## src/rtl/iccm_arb_pkg.sv

```systemverilog
// Shared types and default widths for the ICCM SRAM arbiter.
//   ICCM_AW / ICCM_DW : default SRAM word-address and data widths
//   STARVE_W          : width of the port-1 starvation counter
//   sram_req_t        : one requester's access bundle
package iccm_arb_pkg;

  localparam int unsigned ICCM_AW  = 10;
  localparam int unsigned ICCM_DW  = 32;
  localparam int unsigned ICCM_MW  = ICCM_DW / 8;
  localparam int unsigned STARVE_W = 4;

  typedef struct packed {
    logic               req;
    logic               we;
    logic [ICCM_AW-1:0] addr;
    logic [ICCM_DW-1:0] wdata;
    logic [ICCM_MW-1:0] wmask;
  } sram_req_t;

endpackage

```

## src/rtl/iccm_arb_grant.sv

```systemverilog
// Fixed-priority grant with a starvation limit for port 1.
//   clk_i, rst_i         : clock, asynchronous active-high reset
//   lock_i               : program-load lock, masks port 1
//   p0_req_i, p1_req_i   : access requests
//   p0_gnt_o, p1_gnt_o   : combinational one-hot (or zero) grant
module iccm_arb_grant
  import iccm_arb_pkg::*;
#(
  parameter int unsigned STARVE_MAX = 4
) (
  input  logic clk_i,
  input  logic rst_i,
  input  logic lock_i,
  input  logic p0_req_i,
  input  logic p1_req_i,
  output logic p0_gnt_o,
  output logic p1_gnt_o
);

  localparam logic [STARVE_W-1:0] StarveLimit = STARVE_W'(STARVE_MAX);

  logic [STARVE_W-1:0] starve_q, starve_d;
  logic                p1_elig;
  logic                starved;

  assign p1_elig  = p1_req_i & ~lock_i;
  assign starved  = (starve_q == StarveLimit);
  assign p1_gnt_o = p1_elig & (~p0_req_i | starved);
  assign p0_gnt_o = p0_req_i & ~p1_gnt_o;

  // Counts consecutive cycles port 1 was eligible but lost; any break
  // (grant, request dropped, lock) restarts the count.
  always_comb begin
    starve_d = '0;
    if (p1_elig && !p1_gnt_o) begin
      starve_d = starved ? starve_q : starve_q + 1'b1;
    end
  end

  always_ff @(posedge clk_i or posedge rst_i) begin
    if (rst_i) begin
      starve_q <= '0;
    end else begin
      starve_q <= starve_d;
    end
  end

endmodule

```

## src/rtl/iccm_sram_arbiter.sv

```systemverilog
// Two-port arbiter in front of a single-port, 1-cycle-latency ICCM SRAM.
//   Port 0 : UART program loader (priority)
//   Port 1 : TL-UL instruction-memory adapter (blocked while lock_i)
//   pN_*   : request bundle, grant and read-valid per port
//   rdata_o: shared read data, qualified by pN_rvalid_o
//   mem_*  : SRAM macro interface
module iccm_sram_arbiter
  import iccm_arb_pkg::*;
#(
  parameter int unsigned AW         = ICCM_AW,
  parameter int unsigned DW         = ICCM_DW,
  parameter int unsigned STARVE_MAX = 4
) (
  input  logic            clk_i,
  input  logic            rst_i,
  input  logic            lock_i,
  input  logic            p0_req_i,
  input  logic            p0_we_i,
  input  logic [AW-1:0]   p0_addr_i,
  input  logic [DW-1:0]   p0_wdata_i,
  input  logic [DW/8-1:0] p0_wmask_i,
  output logic            p0_gnt_o,
  output logic            p0_rvalid_o,
  input  logic            p1_req_i,
  input  logic            p1_we_i,
  input  logic [AW-1:0]   p1_addr_i,
  input  logic [DW-1:0]   p1_wdata_i,
  input  logic [DW/8-1:0] p1_wmask_i,
  output logic            p1_gnt_o,
  output logic            p1_rvalid_o,
  output logic [DW-1:0]   rdata_o,
  output logic            mem_en_o,
  output logic [DW/8-1:0] mem_we_o,
  output logic [AW-1:0]   mem_addr_o,
  output logic [DW-1:0]   mem_wdata_o,
  input  logic [DW-1:0]   mem_rdata_i
);

  // The request bundle carries the package default widths; AW/DW are
  // expected to stay at those defaults.
  sram_req_t p0, p1, win;
  logic [1:0] rd_owner_q, rd_owner_d;

  assign p0 = '{req: p0_req_i, we: p0_we_i, addr: p0_addr_i, wdata: p0_wdata_i,
                wmask: p0_wmask_i};
  assign p1 = '{req: p1_req_i, we: p1_we_i, addr: p1_addr_i, wdata: p1_wdata_i,
                wmask: p1_wmask_i};

  iccm_arb_grant #(
    .STARVE_MAX (STARVE_MAX)
  ) u_grant (
    .clk_i    (clk_i),
    .rst_i    (rst_i),
    .lock_i   (lock_i),
    .p0_req_i (p0.req),
    .p1_req_i (p1.req),
    .p0_gnt_o (p0_gnt_o),
    .p1_gnt_o (p1_gnt_o)
  );

  // Idle cycles leave port 0 on the address/data bus; only en/we matter.
  assign win = p1_gnt_o ? p1 : p0;

  always_comb begin
    mem_en_o    = p0_gnt_o | p1_gnt_o;
    mem_addr_o  = win.addr;
    mem_wdata_o = win.wdata;
    mem_we_o    = '0;
    if (mem_en_o && win.we) begin
      mem_we_o = win.wmask;
    end
  end

  // One-hot owner of the read issued last cycle; bit 0 = port 0.
  always_comb begin
    rd_owner_d = {p1_gnt_o & ~p1_we_i, p0_gnt_o & ~p0_we_i};
  end

  always_ff @(posedge clk_i or posedge rst_i) begin
    if (rst_i) begin
      rd_owner_q <= '0;
    end else begin
      rd_owner_q <= rd_owner_d;
    end
  end

  assign p0_rvalid_o = rd_owner_q[0];
  assign p1_rvalid_o = rd_owner_q[1];
  assign rdata_o     = mem_rdata_i;

endmodule

```

## config.mk

```make
export PLATFORM = sky130hd
export DESIGN_NAME = iccm_sram_arbiter
export DESIGN_NICKNAME = d
export VERILOG_FILES = /design/src/rtl/iccm_arb_pkg.sv /design/src/rtl/iccm_arb_grant.sv /design/src/rtl/iccm_sram_arbiter.sv
export SDC_FILE = /design/constraint.sdc
export NUM_CORES = 1
export LEC_CHECK = 0
export CORE_AREA = 2 2 83 85
export CTS_CLUSTER_DIAMETER = 80
export DETAILED_ROUTE_END_ITERATION = 6
export DIE_AREA = 0 0 85 87
export PLACE_DENSITY_LB_ADDON = 0.08
export SLEW_MARGIN = 20
export SYNTH_ARGS = -nofsm -noshare
export SYNTH_HDL_FRONTEND = slang
export SYNTH_SLANG_ARGS = --single-unit
```

## constraint.sdc

```tcl
create_clock -name clk_i -period 2.8 [get_ports clk_i]
set_clock_uncertainty 0.2 [all_clocks]
set_input_delay 0.7 -clock clk_i [delete_from_list [all_inputs] [get_ports clk_i]]
set_output_delay 0.7 -clock clk_i [all_outputs]
set_load 0.005 [all_outputs]
```

# After elaboration in Yosys (flattened, before gate mapping)
# Cells that the tools add are included.
# totals
reg_bits	6
latch_bits	0
mem_bits_rw	0
rom_bits	0
inputBits	131
output_inout_bits	83
elab_cells	24
mem_count	0
# classes
n_addsub	1
mul	0
div	0
n_lt_le_gt_ge	0
eq_ne	2
n_shift	0
n_mux	4
n_bitwise	12
n_reduce_logical	3
# ops
cell	n
$mux 47	1
$mux 4	3
$and 1x1->1	5
$not 1->1	5
$add 4x1->4 const B	1
$eq 4x3->1 const B	1
$logic_and 1x1->1	2
$ne 2x2->1 const B	1
$or 1x1->1	2
$logic_not 1->1	1

# Longest topological paths before layout
# Gate-level depths: netlist of the first run.
# depth
depth_word	8
depth_mapped	7
depth_no_buf	5

# Hierarchy
# From an unflattened synthesis of the first run, not the netlist that was laid out.
# unflattened
cells_unflattened	120
hier_area_um2	1346.3
# modules_own_cells
module	n_inst	cells_each	area_per_inst_um2	seq_area_each_um2
iccm_sram_arbiter	1	98	1098.6	50.0
iccm_arb_grant	1	22	247.7	100.1

# Worst setup path after synthesis of the first run
# No wires, ideal clock.
# synth_path
path_kind	input to output
startpoint	input port lock_i
endpoint	output port mem_addr_o[7]
arrival_time_ns	1.735
required_ns	1.900
slack_ns	0.165
cell_stages	6
path_buffers	3
path_cell_list	nand2b_1 -> buf_2 -> a21oi_4 -> buf_6 -> buf_6 -> mux2_1
# synth_between
elab_chain_cells	4
# synth_lines
item	line	source
start: declaration	iccm_sram_arbiter.sv:16	input logic lock_i,
$not 1->1	iccm_arb_grant.sv:26	assign p1_elig = p1_req_i & ~lock_i;
$and 1x1->1	iccm_arb_grant.sv:26	
$and 1x1->1	iccm_arb_grant.sv:28	assign p1_gnt_o = p1_elig & (~p0_req_i | starved);
named net p1_gnt_o	iccm_sram_arbiter.sv:29	output logic p1_gnt_o,
$mux 47	iccm_sram_arbiter.sv:62	assign win = p1_gnt_o ? p1 : p0;
end: declaration	iccm_sram_arbiter.sv:34	output logic [AW-1:0] mem_addr_o,
# The timed path passes the listed nets, and every way through them passes these cells.

# Worst setup path in the final report of the first run
# layout_path
startpoint	input port lock_i
endpoint	output port mem_wdata_o[12]
# layout_between
elab_chain_cells	4
# layout_lines
item	line	source
$not 1->1	iccm_arb_grant.sv:26	
$and 1x1->1	iccm_arb_grant.sv:26	
$and 1x1->1	iccm_arb_grant.sv:28	
$mux 47	iccm_sram_arbiter.sv:62	
end: declaration	iccm_sram_arbiter.sv:35	output logic [DW-1:0] mem_wdata_o,
# Every way passes these cells.

==> results_dict.tcl, run 1 <==
set metrics [dict create \
    dieArea_mm2 0.00740 \
    ios 214 \
    crit_path_end "mem_wdata_o[12]" \
    crit_buf_inv 6 \
    finalPower_uw 581 \
    setup_viol 13 \
    final-hold-violation-count 0 \
    synth_flop_cell "dfrtp_1" \
    grt_max_degree 10 \
    timing.rr.start "u_grant.starve_q[1]" \
    ys_seq_area_share_pct 13.4 \
    cellLeakagePower_uw 0.00124 \
    grt_pass1_wl_mm 7.96 \
    comb_power_share_pct 63.0 \
    antenna_left 0 \
    relSlewSlack_pct 85.3 \
    gp_congestion 0.714 \
    crit_slowest_cell "mux2_4" \
    crit_chain "buf_2 -> nand2b_4 -> a21oi_4 -> buf_12 -> buf_8 -> buf_16 -> buf_4 -> mux2_4 -> buf_6" \
    timing.rr.end "rd_owner_q[1]" \
    crit_start "lock_i" \
    holdCritPathClass "reg -> reg" \
    cp_max_fo 5 \
    synth.distinct_cells 21 \
    r2r_setup_slack_ns 1.19 \
    status "complete, but fails checks" \
    yosys.cell_count.top_type "mux2_2" \
    viasPerCell 4.14 \
    cts_buffer_depth 2 \
    cpPeakStageDelay_ns 0.29 \
    grt_pass1_vias 1525 \
    p_clk_share_pct 21.5 \
    power_frac_seq_pct 15.5 \
    coreArea_mm2 0.00657 \
    synth.area.top_cells "mux2_2, buf_4, dfrtp_1, a32o_1, mux2_1" \
    synth_seq_cells 6 \
    clock_latency_ns 0.22 \
    antenna_found_initial 0 \
    numCtsBuffers 3 \
    rows 30 \
    synth-edff-count 0 \
    p_sw_share_pct 22.4 \
    die_w_um 85 \
    fin_setup_tns_ns -0.520 \
    worst_pin_slew_ns 0.221 \
    drtIter0Drc 19 \
    initial_utilization_pct 17.0 \
    cap_viol_max_count 0 \
    dp_hpwl_mm 4.24 \
    syn_inst 112 \
    intPower_uw 451 \
    vias 1379 \
    drive_gt1_share_pct 47.0 \
    yosysWarningCount 0 \
    slew_violations 0 \
    routedWlPerCell_um 16.2 \
    io_buffers 149 \
    fin_nets 388 \
    syn-mean-instance-area_um2 10.0 \
    syn_area_mm2 0.00112 \
    reg2reg_depth 8 \
    path_depth 9 \
    rsz0062_at_grt "yes" \
    synth_top_area_share_pct 39.2 \
    cts_sinks 6 \
    power_density_mw_per_mm2 204 \
    synth_top_cells_by_count "mux2_2, buf_4, dfrtp_1" \
    arrival_ns 1.97 \
    cp_top_family "buffers and inverters" \
    ir_worst_vdd_uv 165 \
    cp-start-kind "primary input" \
    async_flop_share_pct 100 \
    synth_nets 245 \
    gr-total-overflow 0 \
    clk_pin_slew_worst_paths_ns 0.03 \
    setup_slack_ns -0.0704 \
    p_switching_uw 130 \
    cp.required_ns 1.90 \
    synth_top_cell_by_area "mux2_2" \
    violations "negative setup slack" \
    die_y_um 87 \
    cts_tree "built" \
    period_needed_ns 2.87 \
    drt_pre_antenna_iters 4 \
    fmax_ghz 0.348 \
    groute.usage.overall_pct 13.6 \
    end_kind "primary output" \
    cts-root-buf "clkbuf_8" \
    diodes 0 \
    route.detailed.drc 0 \
    syn2layout_area_growth_pct 154 \
    period_share_pct 103 \
    final_core_util_pct 43.3 \
    path_class "in -> out" \
    totalWireLength_mm 5.40 \
    htree_levels 1 \
]
[worst reg2reg max path, delay by kind of cell, from the launching register on]
kind	cells	cell delay, ns
buffers and inverters	4	0.42
flip-flops	1	0.37
AND/OR/NAND/NOR	2	0.20
adder cells (fa/ha/maj)	1	0.14
AO/OA/AOI/OAI	1	0.20
[per-stage QoR]
stage	area [µm²]	setup slack [ns]	hold WS, ns	std cells
floorplan	1120	0.165	0.263	112
global placement	2510	-0.642	0.335	312
detailed placement	2510	-0.651	0.333	312
CTS	2830	-0.169	0.341	333
global route	2850	-0.148	0.386	333
finish	2850	-0.0704	0.356	333
[how the worst min path moves through the flow]
stage	start	to	slack [ns]	cells after the start
floorplan	u_grant.starve_q[0]	u_grant.starve_q[0]	0.26	1
global placement	u_grant.starve_q[0]	u_grant.starve_q[0]	0.34	2
detailed placement	u_grant.starve_q[0]	u_grant.starve_q[0]	0.33	2
CTS	u_grant.starve_q[0]	u_grant.starve_q[0]	0.34	2
global route	u_grant.starve_q[0]	u_grant.starve_q[0]	0.39	2
finish	u_grant.starve_q[0]	u_grant.starve_q[0]	0.36	2
[state kept, by name, indices dropped and copies added, names as in the netlist]
| register | count |
|---|---|
| u_grant.starve_q | 4 |
| rd_owner_q | 2 |
[cell type report]
class / count / area, µm²
flip-flops and latches: 6 / 150
well taps: 80 / 100
fillers: 658 / 3720
inverters: 4 / 15.0
repair buffers: 176 / 1770
multi-input cells: 64 / 767
clock buffers: 3 / 41.3
[cell families (layout without fill, tap and decap cells)]
logic type | count (synthesis) | in the layout | share of synthesized area [%]
simple gates | 11 | 11 | 6.70
buf+inv | 42 | 183 | 27.3
mux | 42 | 42 | 42.2
flops | 6 | 6 | 13.4
xor+xnor | 2 | 2 | 1.56
compound gates | 7 | 7 | 6.59
fa+ha+maj | 2 | 2 | 2.23
[power by group through the flow]
| stage | Sequential, µW | Clock (µW) | Combinational, µW |
|---|---|---|---|
| floorplan | 91.2 | 0 | 117 |
| global placement | 90.7 | 0 | 334 |
| detailed placement | 90.8 | 0 | 330 |
| CTS | 89.7 | 130 | 360 |
| global route | 90.0 | 134 | 392 |
| finish | 89.9 | 125 | 366 |
[routing by layer]
metal / vias up / wire (µm) / track usage (%)
met4: 0 / 130 / 4.62
met3: 14 / 457 / 4.83
met1: 634 / 1980 / 15.6
met2: 86 / 2830 / 23.6
li1: 645 / - / -
met5: - / 0 / 0
[cell usage in the layout, fill, tap and decap left out, types with 3 or more instances in the layout]
cell type / count
mux2_4: 20
buf_4: 12
buf_8: 4
nor3_1: 4
mux2_2: 19
clkbuf_8: 3
dfrtp_1: 6
clkdlybuf4s15_1: 6
mux2_1: 3
clkbuf_2: 11
a32o_1: 4
buf_2: 9
buf_12: 5
clkdlybuf4s50_1: 99
buf_6: 26
[repair_timing]
| action | in CTS | in global routing |
|---|---|---|
| gates resized for setup | 189 | 49 |
| hold buffers | 0 | 0 |
| endpoints found under the setup margin | 49 | 44 |
| gates cloned | 4 | 0 |
| pin swaps | 1 | 2 |
| buffers inserted | 14 | 4 |
No activity file was read; power rests on OpenSTA's default activity.
==> inputs of run 2 (changes only) <==
--- a/config.mk
+++ b/config.mk
@@ -10,7 +10,6 @@
 export DETAILED_ROUTE_END_ITERATION = 6
 export DIE_AREA = 0 0 85 87
 export PLACE_DENSITY_LB_ADDON = 0.08
-export SLEW_MARGIN = 20
 export SYNTH_ARGS = -nofsm -noshare
 export SYNTH_HDL_FRONTEND = slang
 export SYNTH_SLANG_ARGS = --single-unit
==> results of run 2 <==
Final layout, timing and power as in run 1 (identical DEF).
